===== src/rtl/cmd_seq_pkg.sv =====
// ============================================================================
// Module   : cmd_seq_pkg
// Purpose  : Shared types and constants for the command slot sequencer.
// Revision : 1.0 - initial release
// ============================================================================
`default_nettype none

package cmd_seq_pkg;

   localparam int NUM_SLOTS = 8;
   localparam int IDX_W     = 3;

   typedef enum logic [1:0] {
      IDLE = 2'd0,
      LOAD = 2'd1,
      RUN  = 2'd2
   } state_t;

endpackage

`default_nettype wire


===== src/rtl/cmd_seq_timer.sv =====
// ============================================================================
// Module   : cmd_seq_timer
// Purpose  : Slot-period counter; counts 0..period-1 and flags the last cycle.
// Revision : 1.0 - initial release
// ============================================================================
`default_nettype none

module cmd_seq_timer #(
   parameter int CNT_W = 32
) (
   input  logic             clk,
   input  logic             reset,
   input  logic             i_load,
   input  logic             i_en,
   input  logic [CNT_W-1:0] i_period,
   output logic             o_wrap
);

   localparam logic [CNT_W-1:0] c_one = CNT_W'(1);

   logic [CNT_W-1:0] r_cnt;
   logic             w_last;

   assign w_last = (r_cnt == (i_period - c_one));
   assign o_wrap = i_en && w_last;

   always_ff @(posedge clk) begin
      if (reset) begin
         r_cnt <= '0;
      end else if (i_load) begin
         r_cnt <= '0;
      end else if (i_en) begin
         r_cnt <= w_last ? '0 : (r_cnt + c_one);
      end
   end

endmodule

`default_nettype wire


===== src/rtl/cmd_seq_ctrl.sv =====
// ============================================================================
// Module   : cmd_seq_ctrl
// Purpose  : Eight-slot pattern sequencer with shadowed command words.
//            Define CMD_SEQ_SHADOW_EN to defer new commands to frame end.
// Revision : 1.0 - initial release
// ============================================================================
`default_nettype none

module cmd_seq_ctrl
   import cmd_seq_pkg::*;
#(
   parameter int CNT_W = 32
) (
   input  logic             clk,
   input  logic             reset,
   input  logic             cfg_valid,
   input  logic [7:0]       ctrl_set,
   input  logic [CNT_W-1:0] time_set,
   output logic             seq_out,
   output logic [IDX_W-1:0] seq_idx,
   output logic             seq_busy,
   output logic             cfg_ack,
   output logic             frame_done
);

   localparam logic [IDX_W-1:0] c_last_idx = IDX_W'(NUM_SLOTS - 1);
   localparam logic [IDX_W-1:0] c_idx_one  = IDX_W'(1);

   state_t           r_state;
   logic             r_pend;
   logic [7:0]       r_sh_ctrl;
   logic [CNT_W-1:0] r_sh_time;
   logic [7:0]       r_act_ctrl;
   logic [CNT_W-1:0] r_act_time;
   logic [IDX_W-1:0] r_idx;
   logic             r_seq_out;

   logic [7:0]       w_sh_ctrl;
   logic [CNT_W-1:0] w_sh_time;
   logic             w_pend;
   logic             w_wrap;
   logic             w_frame_end;
   logic             w_run_apply;
   logic             w_apply;
   logic             w_go_load;
   logic [IDX_W-1:0] w_idx_nxt;

   // A strobe in this very cycle counts as pending, so decisions see it now.
   assign w_sh_ctrl = cfg_valid ? ctrl_set : r_sh_ctrl;
   assign w_sh_time = cfg_valid ? time_set : r_sh_time;
   assign w_pend    = cfg_valid || r_pend;

   assign w_frame_end = w_wrap && (r_idx == c_last_idx);
   assign w_idx_nxt   = r_idx + c_idx_one;

`ifdef CMD_SEQ_SHADOW_EN
   assign w_run_apply = w_frame_end && w_pend;
`else
   assign w_run_apply = cfg_valid || (w_frame_end && w_pend);
`endif

   assign w_apply   = ((r_state == IDLE) && w_pend) ||
                      ((r_state == RUN)  && w_run_apply);
   assign w_go_load = w_apply && (w_sh_time != '0);

   cmd_seq_timer #(
      .CNT_W (CNT_W)
   ) u_timer (
      .clk      (clk),
      .reset    (reset),
      .i_load   (w_go_load),
      .i_en     (r_state == RUN),
      .i_period (r_act_time),
      .o_wrap   (w_wrap)
   );

   always_ff @(posedge clk) begin
      if (reset) begin
         r_state    <= IDLE;
         r_pend     <= 1'b0;
         r_sh_ctrl  <= '0;
         r_sh_time  <= '0;
         r_act_ctrl <= '0;
         r_act_time <= '0;
         r_idx      <= '0;
         r_seq_out  <= 1'b0;
      end else begin
         if (cfg_valid) begin
            r_sh_ctrl <= ctrl_set;
            r_sh_time <= time_set;
         end
         if (w_apply) begin
            r_pend    <= 1'b0;
            r_idx     <= '0;
            r_seq_out <= 1'b0;
            if (w_go_load) begin
               r_state    <= LOAD;
               r_act_ctrl <= w_sh_ctrl;
               r_act_time <= w_sh_time;
            end else begin
               r_state <= IDLE;
            end
         end else begin
            if (cfg_valid) begin
               r_pend <= 1'b1;
            end
            case (r_state)
               LOAD: begin
                  r_state   <= RUN;
                  r_idx     <= '0;
                  r_seq_out <= r_act_ctrl[0];
               end
               RUN: begin
                  if (w_wrap) begin
                     r_idx     <= w_idx_nxt;
                     r_seq_out <= r_act_ctrl[w_idx_nxt];
                  end
               end
               default: begin
                  r_state   <= IDLE;
                  r_idx     <= '0;
                  r_seq_out <= 1'b0;
               end
            endcase
         end
      end
   end

   assign seq_out    = r_seq_out;
   assign seq_idx    = r_idx;
   assign seq_busy   = (r_state != IDLE);
   assign cfg_ack    = (r_state == LOAD);
   assign frame_done = w_frame_end;

endmodule

`default_nettype wire


===== config.mk =====
export PLATFORM = sky130hd
export DESIGN_NAME = cmd_seq_ctrl
export DESIGN_NICKNAME = d
export VERILOG_FILES = /design/src/rtl/cmd_seq_pkg.sv /design/src/rtl/cmd_seq_timer.sv /design/src/rtl/cmd_seq_ctrl.sv
export SDC_FILE = /design/constraint.sdc
export NUM_CORES = 1
export LEC_CHECK = 0
export BUFFER_PORTS_ARGS = -buffer_cell sky130_fd_sc_hd__buf_2
export CAP_MARGIN = 25
export CORE_MARGIN = 2
export CORE_UTILIZATION = 51
export CTS_BUF_LIST = sky130_fd_sc_hd__clkbuf_4 sky130_fd_sc_hd__clkbuf_8 sky130_fd_sc_hd__clkbuf_16
export DETAILED_ROUTE_END_ITERATION = 8
export PLACE_DENSITY = 0.77
export SLEW_MARGIN = 30
export SYNTH_ARGS = -nofsm -noshare
export SYNTH_HDL_FRONTEND = slang
export SYNTH_HIERARCHICAL = 1
export SYNTH_SLANG_ARGS = --single-unit

===== constraint.sdc =====
create_clock -name clk -period 5.6 [get_ports clk]
set_input_delay 0.56 -clock clk [delete_from_list [all_inputs] [get_ports clk]]
set_output_delay 0.56 -clock clk [all_outputs]
set_load 0.05 [all_outputs]

Word-level counts from Yosys, hierarchy flattened
Cells that the tools add are included.
{"block": "classes", "add_sub_neg": 3, "n_lt_le_gt_ge": 1, "n_eq_ne": 6, "muxes": 10, "bitwise_logic": 1, "n_reduce_logical": 16}
{"op": "$mux W32", "count": 2}
{"op": "$add A32 B1 Y32 const B", "count": 1}
{"op": "$eq A32 B32 Y1", "count": 1}
{"op": "$reduce_bool A32 Y1", "count": 1}
{"op": "$sub A32 B1 Y32 const B", "count": 1}
{"op": "$mux W8", "count": 1}
{"op": "$logic_and A1 B1 Y1", "count": 6}
{"op": "$lt A3 B4 Y1 const B", "count": 1}
{"op": "$ne A2 B2 Y1 const B", "count": 2}
{"op": "$pmux W2 S2", "count": 1}
{"op": "$reduce_or A2 Y1", "count": 2}
{"op": "$add A3 B1 Y3 const B", "count": 1}
{"op": "$bmux W1 S3", "count": 1}
{"op": "$eq A3 B3 Y1 const B", "count": 1}
{"op": "$logic_or A1 B1 Y1", "count": 3}
{"op": "$mux W1", "count": 3}
{"op": "$reduce_or A3 Y1", "count": 1}
{"op": "$eq A2 B1 Y1 const B", "count": 1}
{"op": "$eq A2 B2 Y1 const B", "count": 1}
{"op": "$logic_not A2 Y1", "count": 1}
{"op": "$mux W2", "count": 1}
{"op": "$pmux W1 S2", "count": 1}
{"op": "$reduce_and A2 Y1", "count": 1}
{"op": "$reduce_bool A2 Y1", "count": 1}
{"op": "$not A1 Y1", "count": 1}
{"block": "totals", "ff_bits": 119, "in_bits": 43, "output_inout_bits": 7, "word_cells": 46}

Logic depth before layout (Yosys ltp)
Gate-level depths: netlist (run 1).
{"block": "depth", "depth_word": 11, "ltp_mapped": 18, "ltp_nobuf": 15}

Cells and area by module
Netlist (run 1), hierarchy kept.
{"mod": "cmd_seq_ctrl", "n_inst": 1, "cells_each": 326, "area_per_inst_um2": 3713.6, "seq_area_each_um2": 1741.7}
{"mod": "cmd_seq_timer", "n_inst": 1, "cells_each": 317, "area_per_inst_um2": 2633.8, "seq_area_each_um2": 640.6}

Worst setup path after synthesis (run 1)
No wires, ideal clock.
{"block": "synth_path", "path_type": "reg2reg", "from": "register r_act_time[0]", "to": "register u_timer.r_cnt[7]", "setup_ps": 115, "t_arrival_ps": 4139, "required_time_ps": 5485, "setup_slack_ps": 1346, "stages_incl_launch_ff": 19, "n_path_buf": 3, "period_less_slack_ps": 4254, "path_cell_list": "dfxtp_1 -> inv_1 -> ha_1 -> nor4b_4 -> nand4_2 -> nor4_1 -> mux2i_1 -> nand3_1 -> a2111o_1 -> nor4_1 -> buf_4 -> and2_1 -> o31ai_4 -> a211oi_4 -> buf_6 -> nor2_1 -> o41ai_4 -> buf_6 -> nor2_2"}
{"block": "synth_between", "elab_chain_len": 10, "word_cells_on_any_way": 11}
{"element": "from (decl)", "line_no": "cmd_seq_ctrl.sv:34", "source": "logic [CNT_W-1:0] r_act_time;"}
{"element": "from (signal assigned)", "line_no": "cmd_seq_ctrl.sv:99", "source": "r_act_time <= w_sh_time;"}
{"element": "$sub A32 B1 Y32", "line_no": "cmd_seq_timer.sv:24", "source": "assign w_last = (r_cnt == (i_period - c_one));"}
{"element": "$eq A32 B32 Y1", "line_no": "cmd_seq_timer.sv:24"}
{"element": "$logic_and A1 B1 Y1", "line_no": "cmd_seq_timer.sv:25", "source": "assign o_wrap = i_en && w_last;"}
{"element": "via w_wrap", "line_no": "cmd_seq_ctrl.sv:41", "source": "logic w_wrap;"}
{"element": "$logic_and A1 B1 Y1", "line_no": "cmd_seq_ctrl.sv:53", "source": "assign w_frame_end = w_wrap && (r_idx == c_last_idx);"}
{"element": "via frame_done", "line_no": "cmd_seq_ctrl.sv:23", "source": "output logic frame_done"}
{"element": "$logic_and A1 B1 Y1", "line_no": "cmd_seq_ctrl.sv:59", "source": "assign w_run_apply = cfg_valid || (w_frame_end && w_pend);"}
{"element": "$logic_or A1 B1 Y1", "line_no": "cmd_seq_ctrl.sv:59"}
{"element": "$logic_and A1 B1 Y1", "line_no": "cmd_seq_ctrl.sv:63", "source": "((r_state == RUN) && w_run_apply);"}
{"element": "$logic_or A1 B1 Y1", "line_no": "cmd_seq_ctrl.sv:62", "source": "assign w_apply = ((r_state == IDLE) && w_pend) ||"}
{"element": "$logic_and A1 B1 Y1", "line_no": "cmd_seq_ctrl.sv:64", "source": "assign w_go_load = w_apply && (w_sh_time != '0);"}
{"element": "via w_go_load", "line_no": "cmd_seq_ctrl.sv:45", "source": "logic w_go_load;"}
{"element": "$reduce_or A2 Y1 (no source line)"}
{"element": "to (signal assigned)", "line_no": "cmd_seq_timer.sv:33", "source": "r_cnt <= w_last ? '0 : (r_cnt + c_one);"}
{"element": "to (decl)", "line_no": "cmd_seq_timer.sv:21", "source": "logic [CNT_W-1:0] r_cnt;"}
The timed path passes the listed nets, and every way through them passes these cells.
A chain may end at the register's enable or synchronous reset.

Worst setup path in the final report (run 1)
{"block": "layout_path", "from": "register r_act_time[0]", "to": "register u_timer.r_cnt[13]"}
{"block": "layout_between", "elab_chain_len": 10, "word_cells_on_any_way": 11}
{"element": "$sub A32 B1 Y32", "line_no": "cmd_seq_timer.sv:24"}
{"element": "$eq A32 B32 Y1", "line_no": "cmd_seq_timer.sv:24"}
{"element": "$logic_and A1 B1 Y1", "line_no": "cmd_seq_timer.sv:25"}
{"element": "via w_wrap", "line_no": "cmd_seq_ctrl.sv:41"}
{"element": "$logic_and A1 B1 Y1", "line_no": "cmd_seq_ctrl.sv:53"}
{"element": "$logic_and A1 B1 Y1", "line_no": "cmd_seq_ctrl.sv:59"}
{"element": "$logic_or A1 B1 Y1", "line_no": "cmd_seq_ctrl.sv:59"}
{"element": "$logic_and A1 B1 Y1", "line_no": "cmd_seq_ctrl.sv:63"}
{"element": "$logic_or A1 B1 Y1", "line_no": "cmd_seq_ctrl.sv:62"}
{"element": "$logic_and A1 B1 Y1", "line_no": "cmd_seq_ctrl.sv:64"}
{"element": "$reduce_or A2 Y1 (no source line)"}
The timed path passes the listed nets, and every way through them passes these cells.

==> results of run 1 <==
routing by layer:
layer | routed length, um | share of wire (%) | vias up
met3 | 598 | 4.1 | 40
li1 | - | - | 2350
met4 | 457 | 3.2 | 0
met1 | 6400 | 44 | 2262
met2 | 6960 | 48 | 134
met5 | 0 | 0 | -
cell usage after synthesis, types with 3 or more instances:
cell	n	share of area (%)
sky130_fd_sc_hd__a21oi_1	7	0.55
sky130_fd_sc_hd__xnor2_1	44	6.1
sky130_fd_sc_hd__nand2_1	34	2.0
sky130_fd_sc_hd__buf_2	4	0.32
sky130_fd_sc_hd__nor2_2	30	3.0
sky130_fd_sc_hd__clkbuf_1	10	0.59
sky130_fd_sc_hd__nor3_1	17	1.3
sky130_fd_sc_hd__nand3b_1	3	0.35
sky130_fd_sc_hd__nor2_1	68	4.0
sky130_fd_sc_hd__nand3_1	14	1.1
sky130_fd_sc_hd__mux2i_1	46	7.3
sky130_fd_sc_hd__mux2_4	38	9.0
sky130_fd_sc_hd__nor4_4	3	1.0
sky130_fd_sc_hd__buf_6	7	1.2
sky130_fd_sc_hd__mux2_2	3	0.53
sky130_fd_sc_hd__nand4_1	11	1.1
sky130_fd_sc_hd__inv_1	15	0.89
sky130_fd_sc_hd__nor2b_1	40	3.9
sky130_fd_sc_hd__nor4_1	29	2.9
sky130_fd_sc_hd__dfxtp_1	119	38
sky130_fd_sc_hd__o21ai_0	7	0.55
sky130_fd_sc_hd__ha_1	8	1.6
sky130_fd_sc_hd__xor2_1	30	4.1
sky130_fd_sc_hd__and2_1	4	0.39
sky130_fd_sc_hd__and3_1	5	0.49
sky130_fd_sc_hd__nand4b_1	4	0.55
final cells by class:
| class | instances | area (sq um) |
|---|---|---|
| Multi-Input combinational cell | 485 | 3750 |
| Fill cell | 936 | 4740 |
| Tap cell | 168 | 210 |
| Timing Repair Buffer | 55 | 290 |
| Clock inverter | 14 | 199 |
| Sequential cell | 119 | 2380 |
| Clock buffer | 18 | 433 |
| Inverter | 15 | 56.3 |
worst min-delay path by stage:
stage,end,slack [ns],depth (start not counted)
2_1_floorplan,r_pend$_SDFFE_PP0P_,0.44,1
3_3_place_gp,r_pend$_SDFFE_PP0P_,0.45,1
3_5_place_dp,r_pend$_SDFFE_PP0P_,0.47,1
4_1_cts,r_sh_ctrl[7]$_SDFF_PP0_,0.42,3
5_1_grt,r_sh_ctrl[6]$_SDFF_PP0_,0.46,3
6_report,r_sh_ctrl[7]$_SDFF_PP0_,0.43,3
cell usage in the layout (no fill, tap or decap), types with 6 or more instances in the layout:
cell type and count:
sky130_fd_sc_hd__nand4_1 11, sky130_fd_sc_hd__nor2b_1 40, sky130_fd_sc_hd__buf_2 49, sky130_fd_sc_hd__nor2_1 68
sky130_fd_sc_hd__buf_4 6, sky130_fd_sc_hd__nand3_1 14, sky130_fd_sc_hd__mux2_4 38, sky130_fd_sc_hd__clkbuf_16 17
sky130_fd_sc_hd__xnor2_1 44, sky130_fd_sc_hd__dfxtp_1 119, sky130_fd_sc_hd__inv_1 15, sky130_fd_sc_hd__nor3_1 17
sky130_fd_sc_hd__xor2_1 30, sky130_fd_sc_hd__nor4_1 29, sky130_fd_sc_hd__nand2_1 34, sky130_fd_sc_hd__mux2i_1 46
sky130_fd_sc_hd__o21ai_0 7, sky130_fd_sc_hd__nor2_2 30, sky130_fd_sc_hd__ha_1 8, sky130_fd_sc_hd__a21oi_1 7
kinds of logic after synthesis:
logic type | Yosys count | synth area share (%)
simple gates | 278 | 24.9
flops | 119 | 37.5
mux | 89 | 17.5
xor+xnor | 74 | 10.2
buf+inv | 39 | 3.33
compound gates | 36 | 4.99
fa+ha+maj | 8 | 1.58
critical path, delay by kind of cell, from the launching register on:
family | cells | cell delay (ns)
AND/OR/NAND/NOR | 8 | 2.09
buffers and inverters | 4 | 1.12
AO/OA/AOI/OAI | 4 | 0.71
flip-flops | 1 | 0.35
adder cells (fa/ha/maj) | 1 | 0.25
multiplexers | 1 | 0.22
flip-flops by register name, indices dropped and copies added (netlist names):
signal	cells
r_act_ctrl	8
r_act_time	32
r_pend	1
r_sh_ctrl	8
r_sh_time	32
r_state	2
seq_idx	3
seq_out	1
u_timer/r_cnt	32
per-stage QoR:
step | std cells | power, mW
2_1_floorplan | 643 | 1.40
3_3_place_gp | 842 | 1.49
3_5_place_dp | 842 | 1.51
4_1_cts | 874 | 2.67
5_1_grt | 874 | 2.75
6_report | 874 | 2.66
report_power, final:
| part | switching, mW | internal [mW] |
|---|---|---|
| clock | 0.406 | 0.753 |
| combinational | 0.300 | 0.247 |
| sequential | 0.0580 | 0.896 |
==> run summary, run 1 <==
Origin of the critical flop-to-flop path - r_act_time[0]$_SDFFE_PP0P_
Met1 GRT Util - 28.2%
Core utilization of the finished layout - 60.7%
Via density per instance - 5.48
Count of synthesis-stage warnings from yosys - 6
Crit path arrival time - 5.19 ns
Result of the run - finished clean
Clk pin slew, worst setup/hold paths - 0.06 ns
Min Tclk post-route - 4.91 ns
Relative area change from synthesis to final layout - 15.4%
Async S/R FF share, synth - 0%
Num Clock Sinks - 119
Final #Nets - 744
Largest net degree at the start of global routing - 46
Total iterations of the first detailed-routing run - 5
Netlist Area Pre-Place - 6350 sq um
Number of antenna violations at the first check in global routing - 0
Cell area after placement - 6690 sq um
Post-synth EDFFs - 0
Met3 usage in global routing - 5.81%
Setup Buffers After CTS - 0
Total half-perimeter wirelength after legalization and detailed placement - 10.5 mm
#FFs+latches synth - 119
Std-Cell Rows - 40
Die outline area - 13,400 sq um
Sequential element share of the synthesized area - 37.5%
Slowest stage cell on the critical path - sky130_fd_sc_hd__buf_4
Worst Hold Class - primary input to flop
Final design area excluding fillers - 7320 sq um
Aggregate global routing overflow - 0
Root cell of the clock tree - sky130_fd_sc_hd__clkbuf_16
Layout cell share with drive strength beyond 1 - 25.2%
Maximum net fanout on the critical path - 31
Max-slew violations - 0
Max-slew headroom - 53.1%
Deepest level of the CTS H-tree - 4
Primary flip-flop cell chosen by synthesis mapping - sky130_fd_sc_hd__dfxtp_1
Global-route wire length before repair - 24.2 mm
Netlist cell types - 62
Highest-utilization routing layer at the global route stage - met2
Stage delay of the slowest cell on the critical path - 0.49 ns
Worst hold slack - 0.429 ns
Bufs on Longest Clock Path - 2
Critical register-to-register path endpoint - u_timer/r_cnt[13]$_SDFFE_PP0P_
Largest vdd supply drop - 266 uV
Ordered list of cells on the worst path - inv_1 > ha_1 > nor4b_4 > nand4_2 > nor4_1 > mux2i_1 > nand3_1 > a2111o_1 > nor4_1 > buf_4 > and2_1 > o31ai_4 > a211oi_4 > buf_4 > nor2_1 > o41ai_4 > buf_4 > nor2_1
Number of buffers inserted for hold repair after clock tree synthesis - 0
Startpoint of the most critical setup path - r_act_time[0]$_SDFFE_PP0P_
Number of cells traversed by the worst register-to-register path - 18
Initial standard-cell utilization of the core - 52.6%
Setup crit end kind - flop
Hold path startpoint - ctrl_set[7]
Routed via count - 4,786
DRC violations left - 0
Endpoints failing hold - 0
Minimum setup slack among reg-to-reg paths - 0.69 ns
Routed wire per std cell - 16.5 um
Core box area - 12,100 sq um
PnR worst setup slack - 0.689 ns
Gate Count Post-Synth - 643
Setup repair after global routing missed its margin - false
Leakage dissipation - 2.95 nW
Max_cap viols - 0
Critical path launch point type - flop
Transition time at the pin with the least slew margin - 0.704 ns
Number of clock buffers inserted by TritonCTS - 17
Nets in the synthesized netlist - 694
Mean instance size in the synthesized netlist - 9.87 sq um
Antenna fix cells - 0
Worst setup path end - u_timer/r_cnt[13]$_SDFFE_PP0P_
Maximum clock frequency - 204 MHz
Layout Skew - 0.00776 ns
Met2 usage - 38.2%
Period utilization - 87.7%
Gates resized, CTS repair - 0
Die width - 116 um
Count of input and output buffers - 49
Post-detailed-route count of antenna-violating nets - 0
Number of global-route vias before repair - 4,942
Count of boundary I/O pins - 50
DRC marker count from the first detailed-route iteration - 229
Overall die height - 116 um
Setup TNS Final - 0 ns
Total routing usage reported by global routing - 23.0%
Post-detailed-routing wire length - 14.4 mm
Post-placement worst setup slack - 0.777 ns
TritonCTS clock tree - yes
Final setup violating endpoints - 0
Placer's final routability congestion estimate - 0.938
CP dominant cell by count - sky130_fd_sc_hd__buf_4
Insertion delay of the later-clocked pin in the worst-skew pair - 0.41 ns
Worst endpoint required time - 5.87 ns
WS Path Type - flop to flop
Cell area power density - 363 nW/um^2
Power figures use the tool's default switching activity.
==> inputs of run 2 (changes only) <==
RECOVER_POWER = 100   (was unset)
==> run 2 against run 1 <==
- the flow now finishes with violations (max-capacitance violations, max-slew violations)
- fmax shrank 1.4%
- clock-buffer cell count is the same
- via count grew 0.73%
- sequential power is essentially flat
- global-route usage is the same
- setup slack lost 0.072 ns
- sequential cell count is the same
- largest power group unchanged
==> run summary, run 2 (synthesis results as in run 1) <==
Result of the run - finished, violations left
Violations in the final reports - max-capacitance violations, max-slew violations
Total routing usage reported by global routing - 23.0% (unchanged)
Die width - 116 um (unchanged)
Count of boundary I/O pins - 50 (unchanged)
Largest vdd supply drop - 265 uV (-0.47%)
Count of input and output buffers - 49 (unchanged)
Layout Skew - 0.0101 ns (+0.00232 ns)
Number of antenna violations at the first check in global routing - 0 (unchanged)
Post-detailed-routing wire length - 14.5 mm (+0.87%)
Cell area power density - 367 nW/um^2 (+1.1%)
Maximum clock frequency - 201 MHz (-1.4%)
Max_cap viols - 1 (+1)
Number of cells traversed by the worst register-to-register path - 18 (unchanged)
Root cell of the clock tree - sky130_fd_sc_hd__clkbuf_16
Crit path arrival time - 5.26 ns (+0.07 ns)
Hold path startpoint - ctrl_set[7]
DRC violations left - 0 (unchanged)
Biggest registers after layout - r_act_time: 32 flops, r_sh_time: 32 flops, u_timer/r_cnt: 32 flops
Global-route wire length before repair - 24.2 mm (unchanged)
Num Clock Sinks - 119 (unchanged)
Worst setup path end - u_timer/r_cnt[26]$_SDFFE_PP0P_
Critical path launch point type - flop
Clock power share - 44.2% (+0.6 points)
Maximum net fanout on the critical path - 31 (unchanged)
Final setup violating endpoints - 0 (unchanged)
Setup crit end kind - flop
Slowest stage cell on the critical path - sky130_fd_sc_hd__clkbuf_4
Pint - 1.87 mW (-1.4%)
Clk pin slew, worst setup/hold paths - 0.05 ns (about the same)
Setup TNS Final - 0 ns (unchanged)
Setup Buffers After CTS - 0 (unchanged)
Total iterations of the first detailed-routing run - 4 (-1)
Cell area after placement - 6690 sq um (unchanged)
Sequential cell fraction of total power - 36.4% (+0.5 points)
Transition time at the pin with the least slew margin - 1.84 ns (+1.14 ns)
Detailed route wirelength on metal3 - 649 um (+8.5%)
Critical register-to-register path endpoint - u_timer/r_cnt[26]$_SDFFE_PP0P_
Routed wire per std cell - 16.6 um (+0.87%)
Routed length on met1 - 6.46 mm (+0.98%)
Number of global-route vias before repair - 4,942 (unchanged)
Core utilization of the finished layout - 59.2% (-1.5 points)
Met2 wirelength from detailed routing - 7.00 mm (+0.60%)
Hold path depth - 3 (unchanged)
Bufs on Longest Clock Path - 2 (unchanged)
Core box area - 12,100 sq um (unchanged)
Std-Cell Rows - 40 (unchanged)
Placer's final routability congestion estimate - 0.938 (unchanged)
Total half-perimeter wirelength after legalization and detailed placement - 10.5 mm (unchanged)
Antenna fix cells - 0 (unchanged)
Relative area change from synthesis to final layout - 12.5%
Worst hold slack - 0.430 ns (+0.000783 ns)
Final design area excluding fillers - 7140 sq um (-2.5%)
Setup repair after global routing missed its margin - false
Worst Hold Class - primary input to flop
Leakage dissipation - 2.86 nW (-2.9%)
Largest net degree at the start of global routing - 46 (unchanged)
Part of the total power dissipated in combinational logic - 19.4% (-1.2 points)
Gates resized, CTS repair - 0 (unchanged)
Insertion delay of the later-clocked pin in the worst-skew pair - 0.41 ns (about the same)
DRC marker count from the first detailed-route iteration - 229 (unchanged)
Startpoint of the most critical setup path - r_act_time[0]$_SDFFE_PP0P_
Routed via count - 4,821 (+0.73%)
Net Switching - 0.755 mW (-1.2%)
Deepest level of the CTS H-tree - 4 (unchanged)
Number of buffers inserted for hold repair after clock tree synthesis - 0 (unchanged)
Post-route total power - 2.62 mW (-1.4%)
Stage delay of the slowest cell on the critical path - 0.50 ns (about the same)
Max-slew headroom - -22.8% (-76 points)
Initial standard-cell utilization of the core - 52.6% (unchanged)
Post-detailed-route count of antenna-violating nets - 0 (unchanged)
Layout cell share with drive strength beyond 1 - 17.1% (-8.1 points)
WS Path Type - flop to flop
Switching share of total power - 28.8% (+0.042 points)
TritonCTS clock tree - yes
Commonest cells after routing, fill and taps aside - sky130_fd_sc_hd__dfxtp_1, sky130_fd_sc_hd__nor2_1, sky130_fd_sc_hd__mux2i_1
Leading cell type in the layout, fill and taps excluded - sky130_fd_sc_hd__dfxtp_1
Number of clock buffers inserted by TritonCTS - 17 (unchanged)
Max-slew violations - 26 (+26)
Ordered list of cells on the worst path - inv_1 > ha_1 > nor4b_4 > nand4_2 > nor4_1 > mux2i_1 > nand3_1 > a2111o_1 > nor4_1 > buf_4 > and2_0 > o31ai_4 > a211oi_4 > buf_4 > nor2_1 > o41ai_4 > clkbuf_4 > nor2_1
Endpoints failing hold - 0 (unchanged)
Min Tclk post-route - 4.98 ns (+0.0718 ns)
Minimum setup slack among reg-to-reg paths - 0.62 ns (-0.07 ns)
Period utilization - 89.0% (+1.3 points)
Die outline area - 13,400 sq um (unchanged)
Final #Nets - 744 (unchanged)
Aggregate global routing overflow - 0 (unchanged)
Via density per instance - 5.52 (+0.73%)
Uppermost layer routed - met4
Overall die height - 116 um (unchanged)
Worst endpoint required time - 5.87 ns (about the same)
Origin of the critical flop-to-flop path - r_act_time[0]$_SDFFE_PP0P_
## run 2: cell types whose count changed in the layout (fill, tap and decap cells not counted), sizes merged
cell,previous run,this run
buf,55,44
clkbuf,18,29
## run 2: power by group through the flow
stage / Sequential (mW) / Clock [mW] / Combinational, mW
floorplan: 0.950 / 0 / 0.452
finish: 0.954 / 1.16 / 0.510
detailed placement: 0.969 / 0 / 0.537
global route: 0.960 / 1.21 / 0.550
CTS: 0.952 / 1.17 / 0.543
global placement: 0.966 / 0 / 0.522
## run 2: worst min path at each step
| stage | to | slack (ns) |
|---|---|---|
| after global placement | r_pend$_SDFFE_PP0P_ | 0.45 |
| after global routing | r_sh_ctrl[3]$_SDFF_PP0_ | 0.46 |
| after CTS | r_sh_ctrl[7]$_SDFF_PP0_ | 0.42 |
| after floorplan | r_pend$_SDFFE_PP0P_ | 0.44 |
| after detailed placement | r_pend$_SDFFE_PP0P_ | 0.47 |
| final | r_sh_ctrl[7]$_SDFF_PP0_ | 0.43 |
## run 2: through the flow
stage          std cells  setup WS [ns]
2_1_floorplan        643           1.35
3_3_place_gp         842           1.03
3_5_place_dp         842          0.777
4_1_cts              874          0.753
5_1_grt              874          0.249
6_report             874          0.617
## run 2: final cells by class
type	instances	area, sq um
fill	995	4920
inverter	15	56.3
timing repair buffer	55	274
clock buffer	18	433
clock inverter	14	199
tap	168	210
multi-input combinational	485	3590
sequential	119	2380
## run 2: critical path: cells and delay by family (launching register included)
family                   cells  cell delay [ns]
multiplexers                 1             0.22
AND/OR/NAND/NOR              8             2.13
AO/OA/AOI/OAI                4             0.78
flip-flops                   1             0.35
buffers and inverters        4             1.09
adder cells (fa/ha/maj)      1             0.25
## run 2: routing by layer
metal	GRT usage, %	vias up
met3	5.81	38
met2	38.2	152
li1	-	2349
met5	0	-
met4	10.3	0
met1	28.2	2282
